File: src/rtl/mdu_issue_ctrl_pkg.sv
// Shared definitions for the MDU issue/stall controller: op codes, FSM encoding
// and op classification helpers.
package mdu_issue_ctrl_pkg;

  localparam int OP_W = 4;
  localparam int WD_W = 8;

  localparam logic [OP_W-1:0] MDU_NONE  = 4'd0;
  localparam logic [OP_W-1:0] MDU_MULT  = 4'd1;
  localparam logic [OP_W-1:0] MDU_MULTU = 4'd2;
  localparam logic [OP_W-1:0] MDU_DIV   = 4'd3;
  localparam logic [OP_W-1:0] MDU_DIVU  = 4'd4;
  localparam logic [OP_W-1:0] MDU_MFHI  = 4'd5;
  localparam logic [OP_W-1:0] MDU_MFLO  = 4'd6;
  localparam logic [OP_W-1:0] MDU_MTHI  = 4'd7;
  localparam logic [OP_W-1:0] MDU_MTLO  = 4'd8;

  typedef enum logic [1:0] {
    IDLE  = 2'd0,
    ARMED = 2'd1,
    BUSY  = 2'd2
  } state_e;

  function automatic logic is_mdu_op(input logic [OP_W-1:0] op);
    return (op != MDU_NONE) && (op <= MDU_MTLO);
  endfunction

  function automatic logic is_start(input logic [OP_W-1:0] op);
    return (op >= MDU_MULT) && (op <= MDU_DIVU);
  endfunction

  function automatic logic is_mul(input logic [OP_W-1:0] op);
    return (op == MDU_MULT) || (op == MDU_MULTU);
  endfunction

endpackage

File: src/rtl/mdu_issue_ctrl_watchdog.sv
// Loadable down-counter with a sticky error flag that tracks how long the MDU
// has been allowed to stay busy.
module mdu_watchdog
  import mdu_issue_ctrl_pkg::*;
(
  input  logic            clk,
  input  logic            reset,
  input  logic            load,
  input  logic [WD_W-1:0] load_val,
  input  logic            dec,
  input  logic            err_set,
  output logic            last,
  output logic            err
);

  logic [WD_W-1:0] cnt;

  always_ff @(posedge clk or negedge reset) begin
    if (!reset) begin
      cnt <= '0;
      err <= 1'b0;
    end else begin
      if (load)
        cnt <= load_val;
      else if (dec && (cnt != '0))
        cnt <= cnt - 1'b1;
      if (err_set)
        err <= 1'b1;
    end
  end

  // Asserted when the current decrement would exhaust the allowance.
  assign last = (cnt == {{(WD_W-1){1'b0}}, 1'b1});

endmodule

File: src/rtl/mdu_issue_ctrl.sv
// Issue/stall controller between the E-stage and the multiply/divide unit:
// gates requests, holds the pipeline while the MDU is busy, counts stalls.
module mdu_issue_ctrl
  import mdu_issue_ctrl_pkg::*;
#(
  parameter int DATA_W   = 32,
  parameter int MUL_LAT  = 5,
  parameter int DIV_LAT  = 10,
  parameter int WD_SLACK = 2
) (
  input  logic              clk,
  input  logic              reset,
  input  logic              req_valid,
  input  logic [OP_W-1:0]   req_op,
  input  logic [DATA_W-1:0] req_a,
  input  logic [DATA_W-1:0] req_b,
  input  logic              flush,
  input  logic              mdu_busy,
  output logic [OP_W-1:0]   mdu_type,
  output logic [DATA_W-1:0] mdu_a,
  output logic [DATA_W-1:0] mdu_b,
  output logic              stall,
  output logic              wd_err,
  output logic [31:0]       stall_cnt
);

  localparam logic [WD_W-1:0] MUL_WD = WD_W'(MUL_LAT + WD_SLACK);
  localparam logic [WD_W-1:0] DIV_WD = WD_W'(DIV_LAT + WD_SLACK);

  state_e          state, state_nxt;
  logic            md_req, issue, start_issue;
  logic            wd_load, wd_dec, wd_err_set, wd_last;
  logic [WD_W-1:0] wd_load_val;

  // Every MDU op waits while anything is in flight: mf*/mt* touch HI/LO too.
  assign md_req      = req_valid & ~flush & is_mdu_op(req_op);
  assign stall       = md_req & ((state != IDLE) | mdu_busy);
  assign issue       = md_req & ~stall;
  assign start_issue = issue & is_start(req_op);

  assign mdu_type = issue ? req_op : MDU_NONE;
  assign mdu_a    = req_a;
  assign mdu_b    = req_b;

  always_ff @(posedge clk or negedge reset) begin
    if (!reset)
      state <= IDLE;
    else
      state <= state_nxt;
  end

  always_comb begin
    state_nxt = state;
    case (state)
      IDLE:    if (start_issue) state_nxt = ARMED;
      ARMED:   state_nxt = mdu_busy ? BUSY : IDLE;
      BUSY:    if (!mdu_busy || wd_last) state_nxt = IDLE;
      default: state_nxt = IDLE;
    endcase
  end

  always_comb begin
    wd_load     = 1'b0;
    wd_dec      = 1'b0;
    wd_err_set  = 1'b0;
    wd_load_val = is_mul(req_op) ? MUL_WD : DIV_WD;
    case (state)
      IDLE:  wd_load = start_issue;
      ARMED: begin
        wd_dec     = mdu_busy;
        wd_err_set = ~mdu_busy;
      end
      BUSY: begin
        wd_dec     = mdu_busy;
        wd_err_set = mdu_busy & wd_last;
      end
      default: ;
    endcase
  end

  mdu_watchdog u_wd (
    .clk      (clk),
    .reset    (reset),
    .load     (wd_load),
    .load_val (wd_load_val),
    .dec      (wd_dec),
    .err_set  (wd_err_set),
    .last     (wd_last),
    .err      (wd_err)
  );

  always_ff @(posedge clk or negedge reset) begin
    if (!reset)
      stall_cnt <= '0;
    else if (stall && (stall_cnt != 32'hFFFF_FFFF))
      stall_cnt <= stall_cnt + 32'd1;
  end

endmodule

File: config.mk
export PLATFORM = sky130hd
export DESIGN_NAME = mdu_issue_ctrl
export DESIGN_NICKNAME = d
export VERILOG_FILES = /design/src/rtl/mdu_issue_ctrl_pkg.sv /design/src/rtl/mdu_issue_ctrl_watchdog.sv /design/src/rtl/mdu_issue_ctrl.sv
export SDC_FILE = /design/constraint.sdc
export NUM_CORES = 1
export LEC_CHECK = 0
export ABC_AREA = 1
export CORE_UTILIZATION = 44
export DETAILED_ROUTE_END_ITERATION = 10
export PLACE_DENSITY = 0.87
export SLEW_MARGIN = 20
export SYNTH_ARGS = -nofsm -noshare
export SYNTH_HDL_FRONTEND = slang
export SYNTH_SLANG_ARGS = --single-unit
File: constraint.sdc
create_clock -name clk -period 4.9 [get_ports clk]
set_clock_uncertainty 0.15 [all_clocks]
set_input_delay 0.98 -clock clk [delete_from_list [all_inputs] [get_ports clk]]
set_output_delay 0.98 -clock clk [all_outputs]
set_load 0.01 [all_outputs]
* Yosys cells after proc, flatten, opt, wreduce, memory -nomap -nowiden *
Cells that the tools add are included.

word-level totals
  output and inout bits = 102
  bits in read-only memories = 0
  memory bits (writable) = 0
  memories kept = 0
  bits in latches = 0
  register bits = 43
  bits of input ports = 73

cells by class
  eq/ne operators = 8
  div/mod/pow operators = 0
  mux-type cells = 11
  multiply operators = 0
  reductions and logical operators = 14
  add/sub/neg operators = 2
  order comparisons = 3
  shift operators = 0
  bitwise gates (word level) = 10

operators with widths
  operator                                                                             count
  32-bit by 1-bit adder with 32-bit output, second input constant                      1
  32-bit != test, second input constant                                                1
  8-bit two-way mux                                                                    2
  8-bit by 1-bit == test with 1-bit output, second input constant                      1
  4-bit two-way mux                                                                    2
  8-bit nonzero test                                                                   1
  8-bit by 1-bit subtractor with 8-bit output, second input constant                   1
  1-bit AND                                                                            6
  2-bit two-way mux                                                                    3
  2-bit one-hot mux with 3 select lines                                                1
  4-bit by 1-bit == test with 1-bit output, second input constant                      1
  4-bit by 2-bit == test with 1-bit output, second input constant                      1
  4-bit by 1-bit greater-or-equal comparator with 1-bit output, second input constant  1
  4-bit by 3-bit less-or-equal comparator with 1-bit output, second input constant     1
  4-bit less-or-equal comparator, second input constant                                1
  1-bit logical AND                                                                    4
  2-bit != test, second input constant                                                 2
  2-bit nonzero test                                                                   2
  4-bit nonzero test                                                                   1
  1-bit NOT                                                                            3
  2-bit by 1-bit == test with 1-bit output, second input constant                      1
  2-bit == test, second input constant                                                 1
  2-bit logical NOT                                                                    1
  1-bit logical OR                                                                     2
  6 further kinds                                                                      7

* Longest topological paths before layout *
  word-level depth = 9
  mapped depth = 11
  mapped depth without buffers = 10

* Hierarchy *
A second synthesis with hierarchy kept.

second synthesis, totals
  cell total of the unflattened synthesis = 532
  area total of the unflattened synthesis = 3547.2 µm²

by module, submodules not included
  module          cells an instance  sequential area each (µm²)  area each (µm²)  times used
  mdu_issue_ctrl  440                850.8                       2882.8           1
  mdu_watchdog    92                 225.2                       664.4            1

* Least setup slack after synthesis *
No wires, ideal clock.

  path kind = in2out
  start = input port req_op[1]
  end = output port mdu_type[0]
  arrival = 1671 ps
  path buffers = 0
  setup slack = 2099 ps
  cell stages on the path = 5
  cell sequence = nor2_2 nand2_1 nand2_1 nand4_1 nor2_1

between the ends
  longest elaborated chain between the ends = 7
  elaborated cells on any way between the ends = 8
  classes of those cells = order compare (1); mux (1); bitwise (4); reduce/logical (2)

ends and longest elaborated chain
  what                                                                         RTL line                  source
  start: declaration                                                           mdu_issue_ctrl.sv:14      input logic [OP_W-1:0] req_op,
  4-bit less-or-equal comparator / 4-bit nonzero test (equally long branches)  mdu_issue_ctrl_pkg.sv:25  return (op != MDU_NONE) && (op <= MDU_MTLO);
  1-bit logical AND *                                                          mdu_issue_ctrl_pkg.sv:25
  1-bit AND *                                                                  mdu_issue_ctrl.sv:36      assign md_req = req_valid & ~flush & is_mdu_op(req_op);
  1-bit AND                                                                    mdu_issue_ctrl.sv:37      assign stall = md_req & ((state != IDLE) | mdu_busy);
  1-bit NOT                                                                    mdu_issue_ctrl.sv:38      assign issue = md_req & ~stall;
  1-bit AND *                                                                  mdu_issue_ctrl.sv:38
  4-bit two-way mux *                                                          mdu_issue_ctrl.sv:41      assign mdu_type = issue ? req_op : MDU_NONE;
  end: declaration                                                             mdu_issue_ctrl.sv:19      output logic [OP_W-1:0] mdu_type,

Every way passes the cells marked *; elsewhere a longest branch is shown, timed or not.

* Worst setup path after layout *
  start = input port req_op[1]
  end = output port mdu_type[2]

The elaborated chain is that of the path after synthesis.

==> flow_summary.rst <==
.. list-table::
   :header-rows: 1

   * - Metric
     - Value
   * - 1st-iter DRT viols
     - 131
   * - Post-layout minimum cycle time
     - 3.96 ns
   * - Reg-to-reg endpoint
     - stall_cnt[19]
   * - Core region area
     - 7690 um2
   * - Final setup fails
     - 0
   * - Post-synthesis register bit count
     - 43
   * - CP arrival
     - 2.83 ns
   * - Hold bufs inserted after CTS
     - 0
   * - Setup bufs post-CTS
     - 0
   * - Maximum number of buffers from clock root to sink
     - 2
   * - Number of nets in the finished design
     - 573
   * - Clk sink count
     - 43
   * - HPWL Detailed
     - 5.67 mm
   * - R2R setup slack
     - 2.52 ns
   * - Setup TNS Final
     - 0 ns
   * - Main area contributors after synthesis
     - sky130_fd_sc_hd__dfrtp_1 (31%), sky130_fd_sc_hd__nand2_1 (22%), sky130_fd_sc_hd__buf_4 (14%)
   * - Net load switching power
     - 0.369 mW
   * - Biggest fanout along the worst timing path
     - 8
   * - DRC viols
     - 0
   * - Net count after synthesis
     - 590
   * - Net switching fraction of the power
     - 35.9%
   * - Area share of the largest cell type after synthesis
     - 31.0%
   * - FMAX
     - 253 MHz
   * - Share of total power in combinational logic
     - 32.8%
   * - Initial cell density of the core
     - 45.2%
   * - Final estimated routing congestion in global placement
     - 0.903
   * - Post-synth EDFFs
     - 0
   * - Worst setup path endpoint
     - mdu_type[2]
   * - Wire length reported by the detailed router
     - 7.22 mm
   * - Most frequent cell after synthesis
     - sky130_fd_sc_hd__nand2_1
   * - Max VDD drop
     - 0.143 mV
   * - Largest net degree at the start of global routing
     - 44
   * - Horizontal extent of the die
     - 90.9 um
   * - CTS Buf Count
     - 5
   * - Count of warnings emitted by yosys
     - 0
   * - CTS tree
     - built
   * - Transition time of the tightest slew-check pin
     - 0.921 ns
   * - Per-instance average area after synthesis
     - 6.81 um2
   * - Area Growth Syn to Fin
     - 3.28%
   * - RSZ-0062 raised after global routing
     - false
   * - Critical path launch point
     - req_op[1]
   * - PwrDens
     - 287 nW/um2
   * - Post-Synthesis Cell Area
     - 3470 um2
   * - Worst Hold Margin
     - 0.340 ns
   * - Element type at the critical path end
     - output port
   * - Share of flip-flops with an asynchronous set or reset after synthesis
     - 100%
   * - Routed vias
     - 2887
   * - Ratio of cells with drive above 1 in the final layout
     - 6.09%
   * - Cells on worst reg2reg path
     - 10
   * - Number of top-level pins
     - 175
   * - Final hold violation count
     - 0
   * - Most used flip-flop cell after synthesis
     - sky130_fd_sc_hd__dfrtp_1
   * - Initial DRT Pass Iterations
     - 4
   * - Total of cells resized after clock tree synthesis
     - 0
   * - Vias/cell
     - 4.85
   * - Flop pwr share
     - 44.9%
   * - Syn Inst Count
     - 510
   * - Final number of max-transition violations
     - 0
   * - Number of distinct standard cells referenced by the synthesized netlist
     - 28
   * - Total of buffers placed on input and output ports
     - 46
   * - Number of antenna violations at the first check in global routing
     - 0
   * - Cell internal pwr
     - 0.660 mW
   * - Clock network latency to the later pin of the worst-skew pair
     - 0.30 ns
   * - Buffer type at the clock tree root
     - sky130_fd_sc_hd__clkbuf_8
   * - Via count of the first global-routing pass
     - 2954
   * - Period utilisation layout
     - 80.8%
   * - Class of the tightest hold or removal check
     - reg -> reg
   * - Number of antenna-violating nets in the routed design
     - 0
   * - Most instantiated cells after synthesis
     - sky130_fd_sc_hd__nand2_1 (201), sky130_fd_sc_hd__buf_4 (64), sky130_fd_sc_hd__nor2_1 (63)
   * - First-pass GRT wire length
     - 12.5 mm
   * - Vertical extent of the die
     - 90.9 um
   * - Headroom to the max-slew limit
     - 38.6%
   * - Htree depth
     - 2
   * - Area enclosed by the die boundary
     - 8260 um2
   * - Remaining global-route overflow
     - 0
   * - Req. time, crit path
     - 3.77 ns
   * - Number of placement rows
     - 32
   * - Number of fill cells
     - 771
   * - Count of inserted antenna diode cells
     - 0
   * - Clock-pin slew on the worst setup and hold paths
     - 0.08 ns
   * - Clk pwr share
     - 22.4%
   * - Worst setup path class
     - in -> out
   * - Overall global routing resource usage
     - 18.6%
   * - Sequential area share after synthesis
     - 31.0%
   * - Launching element type of the critical path
     - primary input
   * - Leakage power
     - 1.67 nW
   * - Status
     - completed
   * - Startpoint of the lowest-slack register-to-register path
     - stall_cnt[0]
   * - Max capacitance violation total
     - 0
   * - Cell accounting for the most synthesized area
     - sky130_fd_sc_hd__dfrtp_1
   * - Routed wire per std cell
     - 12.1 um
[registers in the layout (all words and copies together) (netlist names)]
register / count
stall_cnt: 32
u_wd.cnt: 8
u_wd.err: 1
state: 2
[power groups by stage]
stage / combinational (mW) / clock (mW) / sequential [mW]
2_1_floorplan: 0.291 / 0 / 0.464
5_1_grt: 0.380 / 0.250 / 0.469
6_report: 0.337 / 0.230 / 0.462
3_5_place_dp: 0.336 / 0 / 0.468
4_1_cts: 0.339 / 0.234 / 0.461
3_3_place_gp: 0.318 / 0 / 0.464
[layer usage]
layer  global-route usage [%]  wire length, um  vias up
met5                        0                0        -
met4                     4.89               67        0
met3                     5.47              391       11
met2                     35.0             3720       81
met1                     20.0             3040     1333
li1                         -                -     1462
[placed cells by master (no fill, tap or decap), types with 6 or more instances in the layout]
master	count
sky130_fd_sc_hd__nand2_1	201
sky130_fd_sc_hd__xor2_1	13
sky130_fd_sc_hd__nand3_1	13
sky130_fd_sc_hd__nand3b_1	13
sky130_fd_sc_hd__dfrtp_1	43
sky130_fd_sc_hd__inv_1	36
sky130_fd_sc_hd__nand2_2	8
sky130_fd_sc_hd__clkbuf_8	6
sky130_fd_sc_hd__xnor2_1	6
sky130_fd_sc_hd__ha_1	7
sky130_fd_sc_hd__nor2_1	63
sky130_fd_sc_hd__clkdlybuf4s50_1	45
[critical path: stages]
cell	delay, ns
sky130_fd_sc_hd__clkdlybuf4s50_1	0.46
sky130_fd_sc_hd__nor2_2	0.18
sky130_fd_sc_hd__nand2_1	0.09
sky130_fd_sc_hd__nand2_1	0.08
sky130_fd_sc_hd__nand4_1	0.27
sky130_fd_sc_hd__nor2_1	0.20
sky130_fd_sc_hd__clkdlybuf4s50_1	0.56
[final cells by class]
class	instances	area (um2)	share of cell area, %
Clock buffer	6	82.6	2.30
Clock inverter	1	5.00	0.139
Inverter	38	145	4.04
Multi-Input combinational cell	359	1700	47.3
Sequential cell	43	1080	30.0
Tap cell	102	128	3.56
Timing Repair Buffer	46	455	12.7
[logic make-up (layout without fill, tap and decap cells)]
| family | count (synthesis) | after routing | share of synthesized area, % |
|---|---|---|---|
| compound gates | 17 | 17 | 3.20 |
| flops | 43 | 43 | 31.0 |
| buf+inv | 108 | 91 | 20.2 |
| simple gates | 316 | 316 | 38.3 |
| xor+xnor | 19 | 19 | 4.79 |
| fa+ha+maj | 7 | 7 | 2.52 |
[how the worst min path moves through the flow]
stage	startpoint	endpoint	cells past startpoint
after global routing	u_wd.err	u_wd.err	2
after floorplan	state[1]	state[1]	2
after global placement	u_wd.err	u_wd.err	2
after detailed placement	u_wd.err	u_wd.err	2
final	u_wd.err	u_wd.err	2
after CTS	u_wd.err	u_wd.err	2
[metrics by stage]
stage          cells  worst slack, ns  power (mW)  area, um2  util, %
3_3_place_gp     588             1.06       0.782       3500     45.5
4_1_cts          595            0.945        1.03       3590     46.7
3_5_place_dp     588            0.952       0.804       3500     45.5
5_1_grt          595            0.797        1.10       3590     46.7
6_report         595            0.943        1.03       3590     46.7
2_1_floorplan    510             2.10       0.755       3470        -
(Power assumes the default switching activity.)
